### config.mk
export PLATFORM = sky130hd
export DESIGN_NAME = kernel_launcher
export DESIGN_NICKNAME = d
export VERILOG_FILES = /design/src/rtl/kernel_launcher_pkg.sv /design/src/rtl/launcher_edge_det.sv /design/src/rtl/kernel_launcher.sv
export SDC_FILE = /design/constraint.sdc
export NUM_CORES = 1
export LEC_CHECK = 0
export ABC_CLOCK_PERIOD_IN_PS = 3000
export CORE_AREA = 2 2 255 257
export DETAILED_ROUTE_END_ITERATION = 7
export DIE_AREA = 0 0 257 259
export GPL_TIMING_DRIVEN = 0
export SYNTH_ARGS = -nofsm -noshare
export SYNTH_HDL_FRONTEND = slang
export SYNTH_SLANG_ARGS = --single-unit
### constraint.sdc
create_clock -name clk -period 3 [get_ports clk]
set_input_delay 0.6 -clock clk [delete_from_list [all_inputs] [get_ports clk]]
set_output_delay 0.6 -clock clk [all_outputs]
set_load 0.02 [all_outputs]
### src/rtl/kernel_launcher_pkg.sv
// Shared types and helpers for the kernel launcher.
// Holds the FSM state encoding, default sizing and the argument-index width helper.
package kernel_launcher_pkg;

  typedef enum logic [1:0] {
    LOAD   = 2'd0,
    LAUNCH = 2'd1,
    WAIT   = 2'd2,
    DONE   = 2'd3
  } state_e;

  localparam int DEFAULT_WIDTH = 64;
  localparam int DEFAULT_NARGS = 7;

  // Width of the argument index; a single-argument kernel still needs one bit.
  function automatic int idx_width(input int nargs);
    int w;
    w = $clog2(nargs);
    return (w < 1) ? 1 : w;
  endfunction

endpackage

### src/rtl/launcher_edge_det.sv
// Registered rising-edge detector for the kernel done strobe.
// The history register updates every cycle regardless of launcher state.
module launcher_edge_det (
  input  logic clk,
  input  logic rst_n,
  input  logic sig_i,
  output logic rise_o
);

  logic prev_q;

  // Remember last cycle's level so a held-high strobe yields one edge only.
  always_ff @(posedge clk or negedge rst_n) begin
    if (!rst_n) begin
      prev_q <= 1'b0;
    end else begin
      prev_q <= sig_i;
    end
  end

  assign rise_o = sig_i & ~prev_q;

endmodule

### src/rtl/kernel_launcher.sv
// Upstream driver for an HLS kernel using the r_enable/w_enable start-done handshake.
// Collects NARGS argument words from a stream, pulses start, captures the result on
// the done edge and offers it on a valid/ready output.
// Optional watchdog: define KERNEL_TIMEOUT_EN to abort a WAIT lasting TIMEOUT_CYCLES.
module kernel_launcher
  import kernel_launcher_pkg::*;
#(
  parameter int WIDTH          = DEFAULT_WIDTH,
  parameter int NARGS          = DEFAULT_NARGS,
  parameter int TIMEOUT_CYCLES = 1024
) (
  input  logic                   clk,
  input  logic                   rst_n,
  input  logic                   arg_valid,
  output logic                   arg_ready,
  input  logic [WIDTH-1:0]       arg_data,
  output logic                   k_r_enable,
  output logic                   k_control_arr,
  output logic [NARGS*WIDTH-1:0] k_init,
  input  logic                   k_w_enable,
  input  logic [WIDTH-1:0]       k_result,
  output logic                   res_valid,
  input  logic                   res_ready,
  output logic [WIDTH-1:0]       res_data,
  output logic                   res_timeout,
  output logic                   busy
);

  localparam int IDX_W = idx_width(NARGS);
  localparam logic [IDX_W-1:0] LAST_IDX = IDX_W'(NARGS - 1);

  state_e           state_q, state_d;
  logic [IDX_W-1:0] idx_q, idx_d;
  logic [WIDTH-1:0] slot_q [NARGS];
  logic [WIDTH-1:0] res_data_q, res_data_d;
  logic             res_timeout_q, res_timeout_d;
  logic             r_en_q, r_en_d;
  logic             done_rise;
  logic             arg_fire;
  logic             res_fire;
  logic             expired;

  assign arg_fire = arg_valid && (state_q == LOAD);
  assign res_fire = res_ready && (state_q == DONE);

  launcher_edge_det u_edge_det (
    .clk    (clk),
    .rst_n  (rst_n),
    .sig_i  (k_w_enable),
    .rise_o (done_rise)
  );

`ifdef KERNEL_TIMEOUT_EN
  localparam int CNT_W = $clog2(TIMEOUT_CYCLES + 1);
  localparam logic [CNT_W-1:0] CNT_LAST = CNT_W'(TIMEOUT_CYCLES - 1);

  logic [CNT_W-1:0] cnt_q, cnt_d;

  // Counter is zero on the first WAIT cycle; expiry fires on the cycle whose
  // increment would bring it to TIMEOUT_CYCLES, i.e. after TIMEOUT_CYCLES WAIT cycles.
  assign cnt_d   = (state_q == WAIT) ? cnt_q + CNT_W'(1) : '0;
  assign expired = (state_q == WAIT) && (cnt_q == CNT_LAST);

  // Watchdog cycle counter, only meaningful while waiting on the kernel.
  always_ff @(posedge clk or negedge rst_n) begin
    if (!rst_n) begin
      cnt_q <= '0;
    end else begin
      cnt_q <= cnt_d;
    end
  end
`else
  logic unused_timeout_cfg;
  assign unused_timeout_cfg = (TIMEOUT_CYCLES > 0);
  assign expired            = 1'b0;
`endif

  // State, index, result and start-pulse registers.
  always_ff @(posedge clk or negedge rst_n) begin
    if (!rst_n) begin
      state_q       <= LOAD;
      idx_q         <= '0;
      res_data_q    <= '0;
      res_timeout_q <= 1'b0;
      r_en_q        <= 1'b0;
    end else begin
      state_q       <= state_d;
      idx_q         <= idx_d;
      res_data_q    <= res_data_d;
      res_timeout_q <= res_timeout_d;
      r_en_q        <= r_en_d;
    end
  end

  // Next-state logic; the start pulse is registered so it lines up with LAUNCH.
  always_comb begin
    state_d       = state_q;
    idx_d         = idx_q;
    res_data_d    = res_data_q;
    res_timeout_d = res_timeout_q;
    r_en_d        = 1'b0;
    unique case (state_q)
      LOAD: begin
        if (arg_fire) begin
          if (idx_q == LAST_IDX) begin
            idx_d   = '0;
            state_d = LAUNCH;
            r_en_d  = 1'b1;
          end else begin
            idx_d = idx_q + 1'b1;
          end
        end
      end
      LAUNCH: begin
        state_d = WAIT;
      end
      WAIT: begin
        // A done edge coinciding with watchdog expiry still delivers the result.
        if (done_rise) begin
          res_data_d    = k_result;
          res_timeout_d = 1'b0;
          state_d       = DONE;
        end else if (expired) begin
          res_data_d    = '0;
          res_timeout_d = 1'b1;
          state_d       = DONE;
        end
      end
      DONE: begin
        if (res_fire) begin
          res_timeout_d = 1'b0;
          state_d       = LOAD;
        end
      end
      default: begin
        state_d = LOAD;
      end
    endcase
  end

  // One register per argument slot; each loads only on its own LOAD beat.
  for (genvar gi = 0; gi < NARGS; gi++) begin : g_slot
    always_ff @(posedge clk or negedge rst_n) begin
      if (!rst_n) begin
        slot_q[gi] <= '0;
      end else if (arg_fire && (idx_q == IDX_W'(gi))) begin
        slot_q[gi] <= arg_data;
      end
    end
    assign k_init[gi*WIDTH +: WIDTH] = slot_q[gi];
  end

  assign arg_ready     = (state_q == LOAD);
  assign res_valid     = (state_q == DONE);
  assign busy          = (state_q != LOAD);
  assign k_r_enable    = r_en_q;
  assign k_control_arr = 1'b0;
  assign res_data      = res_data_q;
  assign res_timeout   = res_timeout_q;

endmodule

; ---- Word-level counts from Yosys, hierarchy flattened
; Cells that the tools add are included.
; Widths: inputs -> output; s select.
[op_classes]
addsub = 1
eq_ne = 13
mux = 12
n_bitwise = 2
reduce_logical = 17
[ops]
columns = operator, n
row1 = $eq 3x3->1 const B, 3
row2 = $logic_and 1x1->1, 9
row3 = $mux 2, 4
row4 = $pmux 2 s4, 1
row5 = $eq 3x2->1 const B, 2
row6 = $ne 2x1->1 const B, 3
row7 = $mux 1, 5
row8 = $eq 2x2->1 const B, 2
row9 = $reduce_and 2->1, 2
row10 = $reduce_and 4->1, 1
row11 = $reduce_bool 2->1, 2
row12 = $add 3x1->3 const B, 1
row13 = $eq 3x1->1 const B, 1
row14 = $logic_not 3->1, 1
row15 = $mux 3, 1
row16 = $reduce_and 3->1, 1
row17 = $eq 2x1->1 const B, 1
row18 = $logic_not 2->1, 1
row19 = $ne 2x2->1 const B, 1
row20 = $pmux 1 s2, 1
row21 = $and 1x1->1, 1
row22 = $not 1->1, 1
[word_totals]
regBits = 520
output_inout_bits = 518
wordCells = 58

; ---- Longest topological paths before layout
[logic_depth]
depth_word = 4
mapped_depth = 7
mapped_depth_nobuf = 6

; ---- Cells and area by module
; A second synthesis with hierarchy kept.
[hier_totals]
cells_unflattened = 1128
area_unflattened_um2 = 19670.1
[modules_own_cells]
columns = module, n_inst, cells_per_inst, area_each_um2
row1 = kernel_launcher, 1, 1126, 19631.3
row2 = launcher_edge_det, 1, 2, 38.8

; ---- Worst setup path after synthesis
; OpenSTA, ideal clock, no wires.
[synth_timing]
path_kind = register -> register
start = register state_q[0]
end = register slot_q, in the netlist k_init[10]
setup_time_ns = 0.125
arrival_time_ns = 1.863
required_time_ns = 2.875
slack_ns = 1.012
path_stages_with_launch = 8
cell_sequence = dfrtp_1 inv_1 ha_1 nand2_2 or4_1 buf_4 buf_6 mux2_4
[synth_via]
elab_chain_cells = 3
[synth_rtl]
columns = item, line_no
row1 = "start, declared", kernel_launcher.sv:32  ; state_e state_q, state_d;
row2 = "start signal, assigned", kernel_launcher.sv:87  ; state_q <= state_d;
row3 = $logic_not 2->1, kernel_launcher.sv:43  ; assign arg_fire = arg_valid && (state_q == LOAD);
row4 = $logic_and 1x1->1, kernel_launcher.sv:43
row5 = $logic_and 1x1->1, kernel_launcher.sv:146  ; end else if (arg_fire && (idx_q == IDX_W'(gi))) begin
row6 = "end signal, assigned by index", kernel_launcher.sv:147  ; slot_q[gi] <= arg_data;
row7 = "end, declared", kernel_launcher.sv:34  ; logic [WIDTH-1:0] slot_q [NARGS];
; No other way between the ends.
; A chain may end at the register's enable or synchronous reset.

; ---- Worst setup path after layout
[layout_timing]
start = register state_q[0]
end = register slot_q, in the netlist k_init[354]
; Same word-level chain as after synthesis.

==> impl_metrics.csv <==
group,metric,value,unit
run_status,outcome,"finished clean",
floorplanning,die_h,259,um
drt,vias,12300,
grt,grt_pass1_vias,13300,
critical_path,path_max_fanout,10,
placed_design,placed_cell_area,27300,um2
drt,wl_per_cell,21.7,um
critical_path,cp.required,3.46,ns
yosys,yosysTopAreaCellShare,66.3,%
timing,max-slew-margin-rel,32.8,%
grt,grt_max_degree,117,
grt,gr-total-overflow,0,
clock_network,htreeDepth,2,
yosys,ys_dominant_reg_cell,"dfrtp_1",
worst_hold_path,min_path_type,"input pin to asynchronous set/reset pin",
clock_network,numCtsBuffers,56,
floorplanning,core,63900,um2
critical_path,path_class,"flip-flop to flip-flop",
yosys,netlist_top_cells_count,"dfrtp_1, mux2_2, mux2_4",
critical_path,critical_path.top_delay_family,"simple AND/OR/NAND/NOR gates",
clock_network,hold_buffers,0,
layout,final_cells,2732,
yosys,synth-warning-count,0,
critical_path,cp-end-kind,"flip-flop",
yosys,synthArstFlopShare,100,%
clock_network,cts_tree,"built",
timing,setup_viol,0,
drt,drc_errors,0,
drt,wl,59300,um
critical_path,max_stage_delay,0.81,ns
timing,finalHoldViolCount,0,
timing,drv_slew,0,
yosys,synthTopCellsByArea,"dfrtp_1, mux2_2, mux2_4",
layout,area_growth_syn_to_layout,48.8,%
floorplanning,design.die.area,66600,um2
yosys,syn_inst,1125,
yosys,synth_cell_types,30,
yosys,synth_top_cell_by_area,"dfrtp_1",
placed_design,io_buffers,648,
timing,fin_worst_skew,0.0221,ns
critical_path,cp_num_buf_inv,2,
timing,layout_min_cycle_time,2.77,ns
clock_network,cts_resized,0,
yosys,synth.most_common_cell,"dfrtp_1",
job,drv_cap,0,
clock_network,clock-root-buffer,"clkbuf_16",
critical_path,crit_chain,"inv_1, ha_1, nand3_1, nor2_2, buf_2, mux2_2",
placed_design,gp_congestion,0.791,
yosys,synth_area,19600,um2
layout,drive_gt1_share,34.2,%
yosys,syn-mean-instance-area,17.4,um2
clock_network,insertion_delay,0.60,ns
floorplanning,rows,93,
placed_design,dp.cells,2633,
timing,timing.fmax,361,MHz
power_and_ir_drop,vdd_drop_max,0.000662,V
critical_path,start_kind,"flip-flop",
drt,viasPerCell,4.50,
grt,antenna_found_initial,5,
power_and_ir_drop,powerDensity,1140,nW/um2
critical_path,slowest_stage,"nor2_2",
drt,antenna_left,0,
timing,worst_pin_slew,1.01,ns
layout,fin_nets,1974,
floorplanning,io_pins,651,
critical_path,timing.critical_path.from,"state_q[0]$_DFFE_PN0P_",
clock_network,postCtsSetupRepairBufs,0,
drt,drtIter0Drc,432,
clock_network,numClockSinks,519,
grt,track_usage,17.5,%
clock_network,clk_path_buf_depth,3,
yosys,ys_seq_area_share,66.3,%
grt,grt_pass1_wl,88600,um
clock_network,clkTransAtPathRegs,0.06,ns
yosys,ys_ff_latch,519,
timing,finalCritPeriodShare,92.4,%
drt,firstDrtPassIters,4,
layout,stdcell_area,29100,um2
floorplanning,start_util,30.6,%
placed_design,dp_hpwl,43300,um
power_and_ir_drop,power_leakage,13.2,nW
yosys,synth_edf_count,0,
critical_path,worstReg2RegStart,"state_q[0]$_DFFE_PN0P_",
critical_path,cp.arrival,3.23,ns
floorplanning,die_x,257,um
-- final cells by class --
| type | count | area, um2 |
|---|---|---|
| clock buffer | 79 | 1650 |
| clock inverter | 18 | 225 |
| timing repair buffer | 652 | 6600 |
| fill | 5607 | 34700 |
| multi-input combinational | 546 | 6250 |
| tap | 855 | 1070 |
| sequential | 519 | 13000 |
| antenna | 2 | 5.00 |
| buffer | 55 | 320 |
| inverter | 6 | 22.5 |
-- placed cells by master (no fill, tap or decap), types with 2 or more instances in the layout --
cell type	Yosys	final
inv_6	0	2
buf_6	6	6
diode_2	0	2
nor2_1	4	4
mux2_1	11	11
clkbuf_8	0	14
mux2_4	60	60
clkdlybuf4s50_1	0	647
bufinv_16	0	5
dfrtp_1	519	519
clkbuf_16	0	57
o21ai_0	2	2
nand3_1	2	2
mux2_2	442	442
nand2b_1	3	3
inv_1	6	6
clkbuf_1	14	22
buf_4	10	10
nor3_4	1	2
buf_2	25	25
conb_1	1	2
ha_1	5	5
buf_16	0	4
clkinv_2	0	10
-- sequential cells by signal, summed over array words and instances, names as in the netlist --
name / count
k_r_enable: 1
k_init: 448
u_edge_det.prev_q: 1
state_q: 2
idx_q: 3
res_data: 64
-- path summary, 6_finish.rpt --
path / depth (start not counted) / to / slack (ns)
worst max-delay path: 6 / k_init[354]$_DFFE_PN0P_ / 0.23
worst min-delay path: 1 / k_init[38]$_DFFE_PN0P_ / 0.004
worst max register to register: 6 / k_init[354]$_DFFE_PN0P_ / 0.23
worst min register to register: 1 / k_init[67]$_DFFE_PN0P_ / 0.48
max in group asynchronous: 4 / k_init[207]$_DFFE_PN0P_ / 0.98
min in group clk: 1 / k_init[67]$_DFFE_PN0P_ / 0.48
-- worst reg2reg max path, delay by kind of cell (launching register included) --
family | cells | cell delay (ns)
AND/OR/NAND/NOR | 2 | 0.97
flip-flops | 1 | 0.38
adder cells (fa/ha/maj) | 1 | 0.28
multiplexers | 1 | 0.39
buffers and inverters | 2 | 0.61
-- cell families after synthesis --
logic type	synth area share [%]
other	0.0192
and+or+nand+nor	0.595
buffers and inverters	1.75
DFF	66.3
muxes	30.7
adders and majority gates	0.320
AOI/OAI and AO/OA	0.256
-- per-layer routing --
| layer | routed length, um | GRT usage, % | share of wire (%) | vias to the layer above |
|---|---|---|---|---|
| li1 | - | - | - | 5405 |
| met1 | 23600 | 21.3 | 40 | 6326 |
| met2 | 29100 | 29.5 | 49 | 477 |
| met3 | 5160 | 6.10 | 8.7 | 88 |
| met4 | 1450 | 4.96 | 2.4 | 0 |
| met5 | 0 | 0 | 0 | - |
-- report_power, final --
part           switching, mW  internal (mW)
Sequential              1.54           9.91
Combinational           6.98           7.64
Clock                   2.78           4.22
-- stage by stage --
stage | hold WS (ns) | power [mW] | setup slack, ns | util [%] | setup TNS [ns]
6_report | 0.00442 | 33.1 | 0.228 | 45.6 | 0
2_1_floorplan | 0.304 | 18.5 | 1.01 | - | 0
5_1_grt | 0.0402 | 34.7 | -0.00385 | 45.6 | -0.00385
3_5_place_dp | 0.474 | 26.3 | -0.288 | 42.7 | -25.27
3_3_place_gp | 0.469 | 26.2 | -21.61 | 42.5 | -
4_1_cts | 0.0271 | 33.5 | 0.0792 | 45.6 | 0
Power figures use the tool's default switching activity.
